===== src/rtl/axil_aw_fifo_if.sv =====
// axil_aw_fifo_if: one AXI4-Lite write-address channel (VALID/READY, AWADDR, AWPROT).
interface axil_aw_fifo_if #(parameter int ADDR_WIDTH = 32);
  logic                  awvalid;
  logic                  awready;
  logic [ADDR_WIDTH-1:0] awaddr;
  logic [2:0]            awprot;
  modport master (output awvalid, awaddr, awprot, input awready);
  modport slave  (input awvalid, awaddr, awprot, output awready);
endinterface


===== src/rtl/axil_aw_fifo.sv =====
// axil_aw_fifo: DEPTH-entry first-word-fall-through AW channel buffer with output address
// alignment, a sticky misalignment flag and an occupancy count.
module axil_aw_fifo #(
  parameter int ADDR_WIDTH = 32,
  parameter int DEPTH      = 4,
  parameter int ALIGN_LSBS = 2
) (
  input  logic                         ACLK,
  input  logic                         ARESETn,
  axil_aw_fifo_if.slave                s,
  axil_aw_fifo_if.master               m,
  output logic [$clog2(DEPTH+1)-1:0]   level,
  output logic                         misalign_err,
  input  logic                         misalign_clr
);
  localparam int PW = $clog2(DEPTH);
  localparam int LW = $clog2(DEPTH+1);
  localparam logic [ADDR_WIDTH-1:0] MASK = ~((ADDR_WIDTH'(1) << ALIGN_LSBS) - ADDR_WIDTH'(1));
  logic [ADDR_WIDTH-1:0] r_addr [DEPTH];
  logic [2:0]            r_prot [DEPTH];
  logic [PW-1:0]         r_wr_ptr, r_rd_ptr;
  logic [LW-1:0]         r_level;
  logic                  r_s_ready, r_m_valid, r_err;
  logic                  w_push, w_pop, w_mis;
  logic [LW-1:0]         w_count_next;
  assign w_push       = s.awvalid && r_s_ready;
  assign w_pop        = r_m_valid && m.awready;
  assign w_count_next = r_level + LW'(w_push) - LW'(w_pop);
  // bits outside MASK are the alignment LSBs; empty when ALIGN_LSBS is 0
  assign w_mis        = (s.awaddr & ~MASK) != '0;
  always_ff @(posedge ACLK or negedge ARESETn) begin
    if (!ARESETn) begin
      for (int i = 0; i < DEPTH; i++) begin
        r_addr[i] <= '0;
        r_prot[i] <= '0;
      end
      r_wr_ptr  <= '0;
      r_rd_ptr  <= '0;
      r_level   <= '0;
      r_s_ready <= 1'b0;
      r_m_valid <= 1'b0;
      r_err     <= 1'b0;
    end else begin
      if (w_push) begin
        r_addr[r_wr_ptr] <= s.awaddr;
        r_prot[r_wr_ptr] <= s.awprot;
        r_wr_ptr         <= r_wr_ptr + PW'(1);
      end
      if (w_pop) r_rd_ptr <= r_rd_ptr + PW'(1);
      r_level   <= w_count_next;
      r_s_ready <= w_count_next != LW'(DEPTH);
      r_m_valid <= w_count_next != '0;
      r_err     <= misalign_clr ? 1'b0 : (r_err | (w_push && w_mis));
    end
  end
  assign s.awready    = r_s_ready;
  assign m.awvalid    = r_m_valid;
  assign m.awaddr     = r_addr[r_rd_ptr] & MASK;
  assign m.awprot     = r_prot[r_rd_ptr];
  assign level        = r_level;
  assign misalign_err = r_err;
endmodule


===== src/flat_wrapper.sv =====
// flat-port wrapper written by rule: the top's interface ports become plain ports
module axil_aw_fifo_flat 
#(
  parameter int ADDR_WIDTH = 32,
  parameter int DEPTH      = 4,
  parameter int ALIGN_LSBS = 2
)
  (ACLK, ARESETn, level, misalign_err, misalign_clr, s_awvalid, s_awaddr, s_awprot, s_awready, m_awvalid, m_awaddr, m_awprot, m_awready);
  axil_aw_fifo_if #(.ADDR_WIDTH(ADDR_WIDTH)) s_i ();
  axil_aw_fifo_if #(.ADDR_WIDTH(ADDR_WIDTH)) m_i ();
  input  logic ACLK;
  input  logic ARESETn;
  output logic [$clog2(DEPTH+1)-1:0] level;
  output logic misalign_err;
  input  logic misalign_clr;
  input wire logic [$bits(s_i.awvalid)-1:0] s_awvalid;
  input wire logic [$bits(s_i.awaddr)-1:0] s_awaddr;
  input wire logic [$bits(s_i.awprot)-1:0] s_awprot;
  output wire logic [$bits(s_i.awready)-1:0] s_awready;
  output wire logic [$bits(m_i.awvalid)-1:0] m_awvalid;
  output wire logic [$bits(m_i.awaddr)-1:0] m_awaddr;
  output wire logic [$bits(m_i.awprot)-1:0] m_awprot;
  input wire logic [$bits(m_i.awready)-1:0] m_awready;
  assign s_i.awvalid = s_awvalid;
  assign s_i.awaddr = s_awaddr;
  assign s_i.awprot = s_awprot;
  assign s_awready = s_i.awready;
  assign m_awvalid = m_i.awvalid;
  assign m_awaddr = m_i.awaddr;
  assign m_awprot = m_i.awprot;
  assign m_i.awready = m_awready;
  axil_aw_fifo #(.ADDR_WIDTH(ADDR_WIDTH), .DEPTH(DEPTH), .ALIGN_LSBS(ALIGN_LSBS)) u_core (.ACLK(ACLK), .ARESETn(ARESETn), .s(s_i), .m(m_i), .level(level), .misalign_err(misalign_err), .misalign_clr(misalign_clr));
endmodule

===== config.mk =====
export PLATFORM = sky130hd
export DESIGN_NAME = axil_aw_fifo_flat
export DESIGN_NICKNAME = d
export VERILOG_FILES = /design/src/rtl/axil_aw_fifo_if.sv /design/src/rtl/axil_aw_fifo.sv /design/src/flat_wrapper.sv
export SDC_FILE = /design/constraint.sdc
export NUM_CORES = 1
export LEC_CHECK = 0
export ABC_CLOCK_PERIOD_IN_PS = 1950
export CORE_MARGIN = 1
export CORE_UTILIZATION = 38
export DETAILED_ROUTE_END_ITERATION = 16
export DONT_BUFFER_PORTS = 1
export PLACE_DENSITY = 0.61
export SYNTH_ARGS = -nofsm -noshare
export SYNTH_HDL_FRONTEND = slang
export SYNTH_SLANG_ARGS = --single-unit

===== constraint.sdc =====
create_clock -name ACLK -period 1.95 [get_ports ACLK]
set_input_delay 0.0975 -clock ACLK [delete_from_list [all_inputs] [get_ports ACLK]]
set_output_delay 0.0975 -clock ACLK [all_outputs]
set_load 0.05 [all_outputs]

==> key figures <==
Run status
  – Status: complete, but fails checks
  – Failing checks: hold timing, setup timing

Routing
  – DRC errors left: 0
  – DR iter-0 viols: 78
  – WL/cell: about 20 um
  – Post-route ant nets: 0
  – First-pass detailed-route iteration total: 4
  – Via density: 5.018
  – DRT Wirelength: 13130 um
  – Via Count: 3297

Timing
  – RSZ-0062 raised after global routing: true
  – Fmax: 0.5020 GHz
  – Post-layout min period: about 2.0 ns
  – Hold slack: -0.6284 ns
  – Clock skew: 0.008690 ns
  – Final setup fails: 1
  – Final hold vios: around 140
  – Setup WS post-layout: -0.04200 ns
  – Fin crit share: 102.2%
  – Max-slew violations: 0

Hold path
  – Hold Path Class: in -> async

CTS
  – Inserted Clock Buffers: 17
  – H-tree Lvls: 4
  – Clk slew on worst S/H paths: 0.06 ns
  – Clk_lat worst skew: 0.42 ns
  – Hold_buf cts: 37
  – Clk buf depth: 2
  – CTS sink count: 142
  – Clk root buf: clkbuf_16
  – TritonCTS clock tree: built

Yosys
  – Yosys cell types: 24
  – Synth Register Bits: 142
  – Main synth FF type: dfrtp_1
  – Simple logic cell fraction of the synthesized area: 1.504%
  – Synth Cell Area: 0.006570 mm^2
  – Compound-Gate Fraction of Synth Area: less than 1%
  – Post-synth EDFFs: 0
  – Post-Synthesis Cells: 363
  – Largest family of logic cells by synthesized area: multiplexers
  – Sequential share of the synthesized area: a little over half
  – Post-synthesis mux area share: 37.59%
  – Avg Cell Area, Syn: between 15 and 20 um^2
  – Xor/xnor share of the synthesized area: 0.7618%
  – Yosys Warn Count: 0
  – Post-Synth Adder-Cell Area: roughly 1.4%
  – Ys async rst share: 100.0%

Die
  – IO Pins: 81
  – Core area: 0.01676 mm^2
  – Die Ht: 133.5 um
  – Full die area: 0.01782 mm^2
  – Die width: 133.5 um
  – Row count: 47
  – Effective utilization at floorplan: slightly below 40%

GRT
  – Initial antenna violation count: 0
  – Total track usage: between 10% and 20%
  – Pin count of the biggest net entering global routing: 143
  – Vias in the first global route: roughly 3800
  – First-pass GRT wire length: 21520 um
  – Overflow after GRT: 0

Cells and area
  – Layout Utilization: a little under half
  – Area growth from synthesis to layout: 21.29%
  – Final instance area: 0.007969 mm^2
  – Ant diodes: 0
  – Post-route insts no fill: roughly 660
  – Share of cells above drive strength 1: a little over half
  – # nets final: 471

Setup path
  – Critical Path End Type: flop
  – Kind of critical path: reg -> reg
  – Worst path buffer plus inverter count: 3
  – Critical Path Start Type: flop
  – Crit path max-delay family: adder cells
  – Slowest CP cell: fa_1
  – Critical Path RT: 2.24 ns
  – R2R depth: 8
  – Reg2Reg Setup Slack: -0.04 ns
  – Arrival time worst endpoint: 2.28 ns
  – Most numerous cell on the critical path: ha_4
  – Max FO, Critical Path: 2
  – R2r startpoint: u_core.m.awvalid$_DFF_PN0_
  – Critical R2R Capture: u_core.m.awvalid$_DFF_PN0_
  – Crit path largest cell delay: 0.51 ns
  – CP Cell Sequence: and2_4 > ha_4 > inv_4 > ha_4 > inv_2 > fa_1 > inv_1 > or3_1

Placement
  – Final HPWL DP: between 7000 and 8000 um
  – Placed cell area: 0.006884 mm^2
  – Final Wtd Congestion: about 0.7
  – Buffers on Ports: 0
  – Placed cell count: 581

Flow run
  – Max-Cap Viols: 0
[cell type report]
| cell class | count | area [um^2] |
|---|---|---|
| Fill cell | 1428 | 8791 |
| Clock buffer | 22 | 464.2 |
| Sequential cell | 142 | 3560 |
| Timing Repair Buffer | 65 | 738.2 |
| Tap cell | 220 | 275.3 |
| Multi-Input combinational cell | 190 | 2761 |
| Inverter | 8 | 32.53 |
| Clock inverter | 10 | 137.6 |
[per-stage QoR]
step / TNS [ns] / setup WS [ns] / hold WS, ns
after global placement: -0.02973 / -0.02973 / -0.1942
final: -0.04200 / -0.04200 / -0.6284
after floorplan: -0.1837 / -0.1837 / -0.1981
after detailed placement: -0.09857 / -0.09857 / -0.1945
after CTS: -0.06778 / -0.04430 / -0.6478
after global routing: -0.2813 / -0.1123 / -0.6564
[timing repair]
action | 4_1_cts | 5_1_grt
gates resized for setup | 4 | 1
endpoints found under the setup margin | 31 | 25
hold endpoints to repair | 279 | 142
pin swaps | 2 | 0
buffers inserted | 4 | 1
cloned | 1 | 1
[worst max-delay path by stage]
stage | start | end | slack, ns | cells past startpoint
3_3_place_gp | u_core.m.awvalid$_DFF_PN0_ | u_core.m.awvalid$_DFF_PN0_ | -0.03 | 8
2_1_floorplan | u_core.m.awvalid$_DFF_PN0_ | u_core.m.awvalid$_DFF_PN0_ | -0.18 | 8
3_5_place_dp | u_core.m.awvalid$_DFF_PN0_ | u_core.m.awvalid$_DFF_PN0_ | -0.1 | 8
5_1_grt | u_core.m.awvalid$_DFF_PN0_ | u_core.m.awvalid$_DFF_PN0_ | -0.11 | 8
6_report | u_core.m.awvalid$_DFF_PN0_ | u_core.m.awvalid$_DFF_PN0_ | -0.04 | 8
4_1_cts | u_core.m.awvalid$_DFF_PN0_ | u_core.m.awvalid$_DFF_PN0_ | -0.04 | 8
[state kept, by name, indices dropped and copies added (netlist names)]
name	flops
u_core.m.awvalid	1
u_core.misalign_err	1
u_core.r_prot	12
u_core.s.awready	1
u_core.r_wr_ptr	2
u_core.r_rd_ptr	2
u_core.level	3
u_core.r_addr	120
[cells by family (layout without fill, tap and decap cells)]
| kind of cell | Yosys count | in the layout |
|---|---|---|
| compound gates | 2 | 2 |
| mux | 166 | 166 |
| xor+xnor | 4 | 4 |
| simple gates | 9 | 9 |
| other cells | 1 | 2 |
| flops | 142 | 142 |
| buf+inv | 32 | 105 |
| fa+ha+maj | 7 | 7 |
[synth_stat cells, types with 2 or more instances]
| cell | number | share of area, % |
|---|---|---|
| inv_1 | 8 | 0.46 |
| buf_6 | 13 | 2.2 |
| dfrtp_1 | 142 | 54 |
| nand3_4 | 4 | 1.1 |
| xnor2_1 | 2 | 0.27 |
| mux2_2 | 73 | 13 |
| mux2_4 | 60 | 14 |
| buf_4 | 4 | 0.46 |
| buf_2 | 4 | 0.30 |
| mux4_2 | 32 | 11 |
| ha_1 | 6 | 1.1 |
| buf_12 | 3 | 0.91 |
[layout by cell type (no fill, tap or decap), types with 4 or more instances in the layout]
cell type,count
nand3_4,4
ha_1,4
dlygate4sd3_1,37
mux4_2,32
buf_12,8
dfrtp_1,137
inv_1,6
mux2_4,60
dfrtp_2,5
buf_4,15
clkbuf_16,18
mux2_2,73
[routing by layer]
| metal | global-route usage [%] | part of all wire (%) | routed length (um) |
|---|---|---|---|
| met3 | 5.784 | 5.1 | 675 |
| met1 | 21.42 | 47 | 6119 |
| met4 | 3.977 | 0.85 | 112 |
| met2 | 25.55 | 47 | 6222 |
| met5 | 0 | 0 | 0 |
Power is not shown: default switching activity piles up to over one toggle a cycle in this logic, so the estimate is an artifact.
